[src/rtl/pc_pkg.sv]
// Shared definitions for the PC / return-stack stage: next-PC select codes,
// default widths and a width-generic sign-extension helper.
package pc_pkg;

    localparam logic [1:0] SEL_SEQ    = 2'b00;
    localparam logic [1:0] SEL_BRANCH = 2'b01;
    localparam logic [1:0] SEL_JUMP   = 2'b10;
    localparam logic [1:0] SEL_RSVD   = 2'b11;

    localparam int unsigned DEF_ADDR_W   = 12;
    localparam int unsigned DEF_OFFSET_W = 8;

    // Replicates bit (width-1) of value into every higher bit of a 32-bit result.
    function automatic logic [31:0] sign_extend(input logic [31:0] value,
                                                input int unsigned width);
        logic [31:0] res;
        logic [4:0]  msb;
        msb = 5'(width - 1);
        for (int i = 0; i < 32; i++) begin
            res[i] = (i < int'(width)) ? value[i] : value[msb];
        end
        return res;
    endfunction

endpackage

[src/rtl/return_stack.sv]
// Return-address LIFO with occupancy count and full/empty/overflow/underflow status.
// With PC_STACK_WRAP_EN defined the storage is circular and a full push overwrites the oldest entry.
module return_stack
    import pc_pkg::*;
#(
    parameter int unsigned DEPTH  = 8,
    parameter int unsigned ADDR_W = DEF_ADDR_W
) (
    input  logic              clock,
    input  logic              reset,
    input  logic              i_push,
    input  logic              i_pop,
    input  logic [ADDR_W-1:0] i_wdata,
    output logic [ADDR_W-1:0] o_rdata,
    output logic              o_full,
    output logic              o_empty,
    output logic              o_overflow,
    output logic              o_underflow
);

    localparam int unsigned PTR_W = $clog2(DEPTH);
    localparam int unsigned CNT_W = PTR_W + 1;

    logic [ADDR_W-1:0] r_mem [DEPTH];
    logic [PTR_W-1:0]  r_top;
    logic [CNT_W-1:0]  r_count;

    logic [PTR_W-1:0]  w_top_m1;
    logic              w_full;
    logic              w_empty;
    logic              w_do_push;
    logic              w_do_pop;

    assign w_full   = (r_count == CNT_W'(DEPTH));
    assign w_empty  = (r_count == '0);
    assign w_top_m1 = r_top - PTR_W'(1);

`ifdef PC_STACK_WRAP_EN
    assign w_do_push  = i_push;
    assign o_overflow = 1'b0;
`else
    assign w_do_push  = i_push & ~w_full;
    assign o_overflow = i_push & w_full;
`endif

    assign w_do_pop    = i_pop & ~w_empty;
    assign o_underflow = i_pop & w_empty;

    assign o_rdata = r_mem[w_top_m1];
    assign o_full  = w_full;
    assign o_empty = w_empty;

    // r_top indexes the next free slot; power-of-two depth lets it wrap for free.
    always_ff @(posedge clock or posedge reset) begin
        if (reset) begin
            r_top   <= '0;
            r_count <= '0;
        end else if (w_do_push) begin
            r_top <= r_top + PTR_W'(1);
            if (!w_full) begin
                r_count <= r_count + CNT_W'(1);
            end
        end else if (w_do_pop) begin
            r_top   <= w_top_m1;
            r_count <= r_count - CNT_W'(1);
        end
    end

    always_ff @(posedge clock) begin
        if (w_do_push) begin
            r_mem[r_top] <= i_wdata;
        end
    end

endmodule

[src/rtl/pc_stack_unit.sv]
// Program counter with next-PC mux (sequential/branch/jump/return) and a JSR/RET return stack.
// Define PC_STACK_WRAP_EN for a circular return stack that overwrites its oldest entry when full.
module pc_stack_unit
    import pc_pkg::*;
#(
    parameter int unsigned       ADDR_W   = DEF_ADDR_W,
    parameter int unsigned       DEPTH    = 8,
    parameter int unsigned       OFFSET_W = DEF_OFFSET_W,
    parameter logic [ADDR_W-1:0] RESET_PC = '0
) (
    input  logic                clock,
    input  logic                reset,
    input  logic                enablePC,
    input  logic [1:0]          selectAdress,
    input  logic                push,
    input  logic                pop,
    input  logic                RET,
    input  logic [ADDR_W-1:0]   jumpAdress,
    input  logic [OFFSET_W-1:0] branchOffset,
    output logic [ADDR_W-1:0]   pc,
    output logic                stackFull,
    output logic                stackEmpty,
    output logic                stackError
);

    logic [ADDR_W-1:0] r_pc;
    logic              r_error;

    logic [ADDR_W-1:0] w_seq;
    logic [ADDR_W-1:0] w_offset_ext;
    logic [ADDR_W-1:0] w_pc_next;
    logic [ADDR_W-1:0] w_stk_rdata;
    logic              w_ret;
    logic              w_conflict;
    logic              w_stk_push;
    logic              w_stk_pop;
    logic              w_stk_full;
    logic              w_stk_empty;
    logic              w_overflow;
    logic              w_underflow;
    logic              w_err_set;

    assign w_seq        = r_pc + ADDR_W'(1);
    assign w_offset_ext = ADDR_W'(sign_extend(32'(branchOffset), OFFSET_W));
    assign w_ret        = pop & RET;
    assign w_conflict   = push & w_ret;

    // Stack strobes already carry the enable and the priority decision.
    assign w_stk_push = enablePC & push & ~w_ret & (selectAdress == SEL_JUMP);
    assign w_stk_pop  = enablePC & w_ret & ~push;

    return_stack #(
        .DEPTH  (DEPTH),
        .ADDR_W (ADDR_W)
    ) u_return_stack (
        .clock       (clock),
        .reset       (reset),
        .i_push      (w_stk_push),
        .i_pop       (w_stk_pop),
        .i_wdata     (w_seq),
        .o_rdata     (w_stk_rdata),
        .o_full      (w_stk_full),
        .o_empty     (w_stk_empty),
        .o_overflow  (w_overflow),
        .o_underflow (w_underflow)
    );

    always_comb begin
        w_pc_next = w_seq;
        if (w_conflict) begin
            w_pc_next = w_seq;
        end else if (w_ret) begin
            w_pc_next = w_stk_empty ? w_seq : w_stk_rdata;
        end else begin
            case (selectAdress)
                SEL_JUMP:   w_pc_next = jumpAdress;
                SEL_BRANCH: w_pc_next = w_seq + w_offset_ext;
                default:    w_pc_next = w_seq;
            endcase
        end
    end

    assign w_err_set = enablePC & (w_conflict | w_underflow | w_overflow);

    always_ff @(posedge clock or posedge reset) begin
        if (reset) begin
            r_pc    <= RESET_PC;
            r_error <= 1'b0;
        end else if (enablePC) begin
            r_pc <= w_pc_next;
            if (w_err_set) begin
                r_error <= 1'b1;
            end
        end
    end

    assign pc         = r_pc;
    assign stackFull  = w_stk_full;
    assign stackEmpty = w_stk_empty;
    assign stackError = r_error;

endmodule

[config.mk]
export PLATFORM = sky130hd
export DESIGN_NAME = pc_stack_unit
export DESIGN_NICKNAME = d
export VERILOG_FILES = /design/src/rtl/pc_pkg.sv /design/src/rtl/return_stack.sv /design/src/rtl/pc_stack_unit.sv
export SDC_FILE = /design/constraint.sdc
export NUM_CORES = 1
export LEC_CHECK = 0
export CAP_MARGIN = 20
export CORE_ASPECT_RATIO = 0.6
export CORE_MARGIN = 4
export CORE_UTILIZATION = 55
export DETAILED_ROUTE_END_ITERATION = 6
export HOLD_SLACK_MARGIN = 0.05
export MAX_ROUTING_LAYER = met4
export PLACE_DENSITY = 0.76
export SYNTH_ARGS = -nofsm -noshare
export SYNTH_HDL_FRONTEND = slang
export SYNTH_SLANG_ARGS = --single-unit
[constraint.sdc]
create_clock -name clock -period 5.05 [get_ports clock]
set_clock_uncertainty 0.05 [all_clocks]
set_input_delay 1.2625 -clock clock [delete_from_list [all_inputs] [get_ports clock]]
set_output_delay 1.2625 -clock clock [all_outputs]
set_load 0.02 [all_outputs]
==> flow_summary.ini, run 1 <==
[logic_synthesis]
avgSynthCellArea_um2 = 13.8
async_reset_ff_frac = 0.172
synth-seq-cells = 116
synth_top_cell_area_share = 0.494
synth.distinct_cells = 55
ys_top_cells_by_count = edfxtp_1 (96), nand2_1 (31), mux4_2 (24)
ys.flop_type = edfxtp_1
synth.top_cells.by_area = edfxtp_1 (49%), mux4_2 (9.3%), dfrtp_1 (8.6%)
synth_seq_area_share = 0.579
synth_most_common_cell = edfxtp_1
synth_area_leader_cell = edfxtp_1
synth_fp_nets = 472
syn_area_um2 = 5840
synthCells = 422
synth_enable_flop_cells = 96
ys_warn_count = 0

[detailed_routing]
wire_per_inst_um = 21.8
vias_per_cell = 6.26
wl_um = 13700
detail-route-antenna-nets = 0
drcViolationCount = 0
vias = 3939
dr.pass1.iters = 6
drtIter0Drc = 326

[place]
io_buffer_count = 42
placed_area_um2 = 6500
gp_congestion = 0.875
dp_hpwl_um = 9460
numPlacedInstances = 596

[floorplanning]
fp.dieW_um = 141
rows = 28
fp.dieArea_um2 = 12400
initial_core_util = 0.579
die_h_um = 87.8
core-area_um2 = 10100
io_pins = 43

[cells_and_area]
finalInstanceArea_um2 = 7120
multiInputGateArea_um2 = 2330
final_cell_count_no_fill = 629
drive_above_1_share = 0.178
fin_util = 0.705
area_delta_synth_final_pct = 21.9
regArea_um2 = 3380
fin_nets = 531
n_antenna_cell = 0
fillers = 679

[global_routing]
use_met2 = 0.360
overflow = 0
grt_pass1_vias = 3927
grt_pass1_wl_um = 21500
grt_start_max_net_pins = 33
grt_util_met3 = 0.0638
grt.busiest_layer = met2
globalRouteMet1Util = 0.338
gr-usage-all-layers = 0.244
antenna_found_initial = 0

[worst_setup_path]
slowest_stage = nor3_1
worst-path-buf-inv = 3
cp_max_fo = 16
cp_cell_sequence = clkdlybuf4s50_1 -> nand2_1 -> buf_4 -> nand2_1 -> nor3_1 -> inv_2 -> ha_1 -> a21o_1 -> a21oi_1 -> nor2_1 -> a21oi_1 -> xnor2_1
worstPathArrival_ps = 4000
critPathRequiredTime_ps = 5330
reg2reg_slack_ps = 1550
reg2reg_to = pc[9]$_DFFE_PP0P_
crit-reg2reg-launch = pc[0]$_DFFE_PP0P_
end_kind = register
startpoint_type = input pin
path_class = in -> reg
reg2reg_depth = 12
path_delay_family = simple AND/OR/NAND/NOR gates
cpPeakStageDelay_ps = 560

[sta]
setup_violations = 0
rsz0062_at_grt = false
fmax_mhz = 269
worst_hold_slack_ps = 432
relSlewSlack = 0.379
final_hold_viol_count = 0
worst_pin_slew_ps = 932
slew_viol_final = 0
period_needed_ps = 3710
fin_setup_tns_ps = 0
fin_crit_sh = 0.735

[pwr]
power_density_nw_per_um2 = 608
vdd_drop_max_mv = 0.395
p_leak_nw = 2.57

[clocking]
postCtsSetupBuffers = 0
ctsHoldBuffers = 0
ctsHtreeMaxLevel = 4
cts_root_buf = clkbuf_16
cts_max_path_buffers = 2
clock_latency_ps = 410
clk_pin_slew_ps = 50
cts-buffers-inserted = 17
cts_resized = 0
tritoncts = built
clock-sinks = 116

[min_path]
hp-start = stackError$_DFFE_PP0P_
worst_hold_path.num_cells = 1
min_to = stackError$_DFFE_PP0P_
hp-class = reg -> reg

[outcome]
status = finished, final reports clean

[run]
maxCapViolCount = 0
flip-flops by register name (all words and copies together) (netlist names):
| name | cells |
|---|---|
| u_return_stack.r_count | 4 |
| u_return_stack.r_mem | 96 |
| pc | 12 |
| stackError | 1 |
| u_return_stack.r_top | 3 |
worst max-delay path by stage:
stage          start                                     to  slack, ps  cells after the start
2_1_floorplan    pop   u_return_stack.r_mem[0][0]$_DFFE_PP_       1220                      5
3_3_place_gp     pop  u_return_stack.r_count[3]$_DFFE_PP0P_       1070                     12
3_5_place_dp     pop  u_return_stack.r_count[3]$_DFFE_PP0P_        960                     12
4_1_cts          pop  u_return_stack.r_count[3]$_DFFE_PP0P_       1400                     12
5_1_grt          pop  u_return_stack.r_count[3]$_DFFE_PP0P_       1130                     12
6_report         pop  u_return_stack.r_count[3]$_DFFE_PP0P_       1340                     12
worst register-to-register path: cells and delay by family (launching register included):
| family | cells | cell delay, ps |
|---|---|---|
| flops | 1 | 540 |
| simple gates | 2 | 530 |
| mux | 1 | 370 |
| xor+xnor | 1 | 180 |
| buf+inv | 1 | 230 |
| compound gates | 5 | 790 |
| fa+ha+maj | 2 | 740 |
layout make-up:
type	count	share of cell area
Clock inverter	12	0.0227
Inverter	19	0.0100
Tap cell	135	0.0237
Multi-Input combinational cell	267	0.327
Clock buffer	20	0.0613
Sequential cell	116	0.475
Timing Repair Buffer	60	0.0798
cells in the final DEF, fill, tap and decap left out, types with 5 or more instances in the layout:
cell	n
clkinv_2	6
edfxtp_1	96
o21ai_0	17
a21o_1	6
nor3_1	6
mux4_2	24
nor2_1	15
nand2_1	31
inv_1	18
mux2_2	5
dfrtp_1	19
nand3_1	10
buf_4	17
ha_1	20
xnor2_1	15
o221ai_1	5
nand2b_1	5
a21oi_1	22
xor2_1	7
clkbuf_16	17
clkdlybuf4s50_1	42
mux2i_1	14
and3_1	5
logic make-up after synthesis:
kind of cell	Yosys count	synth area share
AO/OA/AOI/OAI	88	0.102
XOR/XNOR	22	0.0330
adder cells (fa/ha/maj)	22	0.0497
buffers and inverters	39	0.0268
flip-flops	116	0.579
multiplexers	43	0.126
AND/OR/NAND/NOR	92	0.0827
where the power goes:
group          leakage, nW  switching (mW)  total (mW)  internal (mW)
clock network        0.295           0.400        1.22          0.816
logic                 1.18           0.952        1.73          0.783
registers             1.10           0.145        1.37           1.23
total                 2.57            1.50        4.33           2.83
metrics by stage:
stage          setup slack, ps  total power, mW
2_1_floorplan             1220             2.55
6_report                  1340             4.33
5_1_grt                   1130             4.54
3_5_place_dp               964             3.08
4_1_cts                   1400             4.31
3_3_place_gp              1070             3.02
metal layers:
layer,routed length [µm],vias up
li1,-,1764
met2,6270,155
met5,0,-
met1,6400,2002
met3,921,18
met4,148,0
No activity file was read; power rests on OpenSTA's default activity.
==> run 2, diff against run 1 <==
CORE_UTILIZATION = 53   (was 55)
clock period = 3.3 ns   (was 5.05 ns; I/O delays follow)
==> run 2 against run 1 <==
Clock-buffer cell count fell by 3. Critical path depth fell by 2. Worst setup slack got worse by 1100 ps. Power rose by 54%. First-iteration DRC count rose by 7.1%. Via count rose by 1.2%. Combinational power rose by 57%. Sequential power rose by 49%. Clock power rose by 56%. Final area rose by 2.0%. Critical path type is now reg -> reg. Largest cell class unchanged. Highest routed layer unchanged.
==> flow_summary.ini, run 2 (same netlist as run 1, synthesis figures left out) <==
[outcome]
status = finished, final reports clean

[worst_setup_path]
startpoint_type = register
worstPathArrival_ps = 3390
end_kind = register
path_class = reg -> reg
critPathRequiredTime_ps = 3580
cp_max_fo = 9

[sta]
fmax_mhz = 322
rsz0062_at_grt = false
worst_pin_slew_ps = 833
relSlewSlack = 0.444
slew_viol_final = 0
fin_ws_ps = 192
final_hold_viol_count = 0
fin_crit_sh = 0.942
fin_setup_tns_ps = 0
setup_violations = 0
period_needed_ps = 3110

[floorplanning]
core-area_um2 = 10700
rows = 29
initial_core_util = 0.548
die_h_um = 89.3
io_pins = 43
fp.dieW_um = 144
fp.dieArea_um2 = 12800

[global_routing]
grt_util_met3 = 0.0711
gr-usage-all-layers = 0.245
grt_pass1_vias = 4092
overflow = 0
globalRouteMet1Util = 0.334
grt_start_max_net_pins = 32
grt.busiest_layer = met2
antenna_found_initial = 0
grt_pass1_wl_um = 22300
use_met2 = 0.361

[cells_and_area]
n_antenna_cell = 0
fillers = 784
largest_reg_flops = 96
most-common-layout-cells = edfxtp_1 (96), clkdlybuf4s50_1 (42), buf_4 (32)
area_delta_synth_final_pct = 24.3
multiInputGateArea_um2 = 2340
regMostFlops = u_return_stack.r_mem
regArea_um2 = 3380
fin_util = 0.681
layout_commonest_cell = edfxtp_1
drive_above_1_share = 0.213
final_cell_count_no_fill = 647
fin_nets = 546

[pwr]
total_power_mw = 6.66
p_leak_nw = 2.66
p_int_mw = 4.36
sequentialPowerShare = 0.307
vdd_drop_max_mv = 0.540
power_density_nw_per_um2 = 917
swShare = 0.345
p_clk_frac = 0.285
p_comb_frac = 0.408
p_switching_mw = 2.30

[detailed_routing]
wire_per_inst_um = 21.7
drcViolationCount = 0
wl_um = 14100
detail-route-antenna-nets = 0
dr.pass1.iters = 5
vias = 3987
drtIter0Drc = 349
vias_per_cell = 6.16

[place]
place_ws_ps = 66.8
io_buffer_count = 42
gp_congestion = 0.875
numPlacedInstances = 616
dp_hpwl_um = 9900

[clocking]
postCtsSetupBuffers = 0
cts-buffers-inserted = 17
ctsHtreeMaxLevel = 4
tritoncts = built
cts_max_path_buffers = 2
clock_latency_ps = 410
clock-sinks = 116
cts_root_buf = clkbuf_16
ctsHoldBuffers = 0
cts_resized = 0
clk_pin_slew_ps = 50

[run]
maxCapViolCount = 0

[min_path]
hp-class = reg -> reg
[run 2: path summary, 6_finish.rpt]
path	startpoint	slack, ps	depth (start not counted)	to
worst min-delay path	stackError$_DFFE_PP0P_	420	1	stackError$_DFFE_PP0P_
worst min register to register	stackError$_DFFE_PP0P_	420	1	stackError$_DFFE_PP0P_
max in group asynchronous	reset	1800	2	u_return_stack.r_top[0]$_DFFE_PP0P_
worst max register to register	pc[0]$_DFFE_PP0P_	190	10	pc[11]$_DFFE_PP0P_
worst max-delay path	pc[0]$_DFFE_PP0P_	190	10	pc[11]$_DFFE_PP0P_
min in group asynchronous	reset	830	2	u_return_stack.r_top[1]$_DFFE_PP0P_
[run 2: final cells by class]
type                    instances  area share
clock inverters                14      0.0257
flip-flops and latches        116       0.466
inverters                      19     0.00982
clock buffers                  17      0.0586
well taps                     139      0.0240
multi-input cells             267       0.322
repair buffers                 75      0.0937
[run 2: stage by stage]
stage | cell area, µm² | hold slack [ps]
final | 7260 | 419
after global routing | 7260 | 446
after CTS | 7250 | 430
after detailed placement | 6640 | 420
after global placement | 6640 | 406
after floorplan | 5850 | 411
[run 2: power by group through the flow]
stage	Sequential (mW)	Combinational [mW]	Clock (mW)
after global placement	2.05	2.62	0
after global routing	2.06	2.97	2.01
after CTS	2.04	2.72	1.93
after detailed placement	2.06	2.70	0
after floorplan	2.10	1.81	0
final	2.04	2.72	1.90
[run 2: critical path: stages (launching register included)]
cell and delay [ps]:
dfrtp_1 390, ha_1 230, xnor2_1 240, inv_1 230, ha_1 380, and3_1 220
a2111oi_4 470, or2_1 220, o221ai_1 190, o31a_1 270, a21oi_1 140
[run 2: per-layer routing]
metal	up-vias	share of wire
met3	27	0.084
met2	181	0.45
met4	0	0.013
li1	1793	-
met5	-	0
met1	1986	0.45
==> run 3, diff against run 2 <==
PLACE_DENSITY = 0.77   (was 0.76)
REMOVE_ABC_BUFFERS = 1   (was default)
==> run 3 against run 2 <==
First-iteration DRC count grew 11%. Non-clock buffer count grew 5. Final area shrank 0.69%. Sequential share of layout area grew 0.32 points. Largest cell class unchanged. Largest power group unchanged. Via count grew 0.20%. Power shrank 2.8%. Routed wire length grew 0.11%. Global-route usage shrank 0.35 points.
==> flow_summary.ini, run 3 (same netlist as run 1, synthesis figures left out) <==
[cells_and_area]
n_antenna_cell = 0
fin_util = 0.676
area_delta_synth_final_pct = 23.5
regArea_um2 = 3380
layout_commonest_cell = edfxtp_1
regMostFlops = u_return_stack.r_mem
largest_reg_flops = 96
fin_nets = 551
drive_above_1_share = 0.207
multiInputGateArea_um2 = 2330
fillers = 748
most-common-layout-cells = edfxtp_1 (96), clkdlybuf4s50_1 (42), buf_4 (38)

[global_routing]
grt_pass1_vias = 3920
gr-usage-all-layers = 0.242
antenna_found_initial = 0
overflow = 0
grt_pass1_wl_um = 21700
grt_start_max_net_pins = 32

[detailed_routing]
dr.pass1.iters = 5
detail-route-antenna-nets = 0
wire_per_inst_um = 21.6
wl_um = 14100
vias_per_cell = 6.13
drcViolationCount = 0
vias = 3995
drtIter0Drc = 388

[worst_setup_path]
end_kind = register
critPathLaunch = pc[0]$_DFFE_PP0P_
reg2reg_to = pc[7]$_DFFE_PP0P_
worstPathArrival_ps = 3360
cp_max_fo = 9
path_class = reg -> reg
crit_end = pc[7]$_DFFE_PP0P_
reg2reg_depth = 10
crit-reg2reg-launch = pc[0]$_DFFE_PP0P_
reg2reg_slack_ps = 170
startpoint_type = register
critPathRequiredTime_ps = 3530

[sta]
rsz0062_at_grt = false
slew_viol_final = 0
period_needed_ps = 3130
setup_violations = 0
fin_crit_sh = 0.949
final_hold_viol_count = 0
fin_ws_ps = 170
worst_pin_slew_ps = 821
relSlewSlack = 0.452
fmax_mhz = 319

[clocking]
cts-buffers-inserted = 17
postCtsSetupBuffers = 0
clock-sinks = 116
cts_max_path_buffers = 2
cts_root_buf = clkbuf_16
clk_pin_slew_ps = 60
clock_latency_ps = 410
ctsHtreeMaxLevel = 4
cts_resized = 0
ctsHoldBuffers = 0
tritoncts = built

[place]
io_buffer_count = 42
gp_congestion = 0.925
dp_hpwl_um = 9900
place_ws_ps = 58.0

[pwr]
vdd_drop_max_mv = 0.858
power_density_nw_per_um2 = 898
p_leak_nw = 2.64

[floorplanning]
core-area_um2 = 10700
rows = 29
die_h_um = 89.3
io_pins = 43
fp.dieArea_um2 = 12800
fp.dieW_um = 144
initial_core_util = 0.548

[run]
maxCapViolCount = 0

[min_path]
hp-class = reg -> reg
hp-start = stackError$_DFFE_PP0P_

[outcome]
status = finished, final reports clean
==> run 3: cell count changes in the layout (fill, tap and decap cells not counted), sizes merged <==
| cell | before | now |
|---|---|---|
| buf | 33 | 38 |
| bufinv | 4 | 2 |
| clkbuf | 17 | 19 |
| clkinvlp | 1 | 2 |
| inv | 20 | 19 |
==> run 3: area by class of cell <==
class / instances / share of cell area
Clock inverter: 12 / 0.0160
Multi-Input combinational cell: 267 / 0.323
Inverter: 19 / 0.00989
Timing Repair Buffer: 80 / 0.0979
Sequential cell: 116 / 0.469
Clock buffer: 19 / 0.0600
Tap cell: 139 / 0.0241
==> run 3: report_power, final <==
| group | switching [mW] | internal [mW] |
|---|---|---|
| combinational | 1.49 | 1.23 |
| clock | 0.619 | 1.09 |
| sequential | 0.161 | 1.88 |
==> run 3: layer usage <==
metal,vias to the layer above,wire (µm),global-route usage
met1,1982,6160,0.337
met4,0,145,0.0744
met2,196,6370,0.356
met3,20,1410,0.0604
li1,1797,-,-
met5,-,0,-
==> run 3: critical path, cell delays in order, from the launching register on <==
cell and delay [ps]:
dfrtp_1 390, ha_1 230, xnor2_1 260, inv_1 260, ha_1 350, and3_1 220, a2111oi_4 480, o21ai_0 190
xor2_1 170, a221oi_1 250, o221ai_1 150
==> run 3: how the worst min path moves through the flow <==
stage	cells after the start	endpoint	slack (ps)
6_report	1	stackError$_DFFE_PP0P_	420
5_1_grt	1	stackError$_DFFE_PP0P_	450
4_1_cts	1	stackError$_DFFE_PP0P_	420
3_5_place_dp	1	stackError$_DFFE_PP0P_	400
3_3_place_gp	1	stackError$_DFFE_PP0P_	400
2_1_floorplan	1	u_return_stack.r_count[3]$_DFFE_PP0P_	410
==> run 3: per-stage QoR <==
step | instance area (µm²) | cells | hold WS [ps] | setup TNS (ps) | power (mW)
detailed placement | 6660 | 621 | 399 | 0 | 4.77
finish | 7210 | 652 | 415 | 0 | 6.48
global placement | 6660 | 621 | 403 | 0 | 4.67
floorplan | 5760 | 402 | 411 | -3580 | 3.87
global route | 7210 | 652 | 454 | 0 | 6.80
CTS | 7210 | 652 | 416 | 0 | 6.50
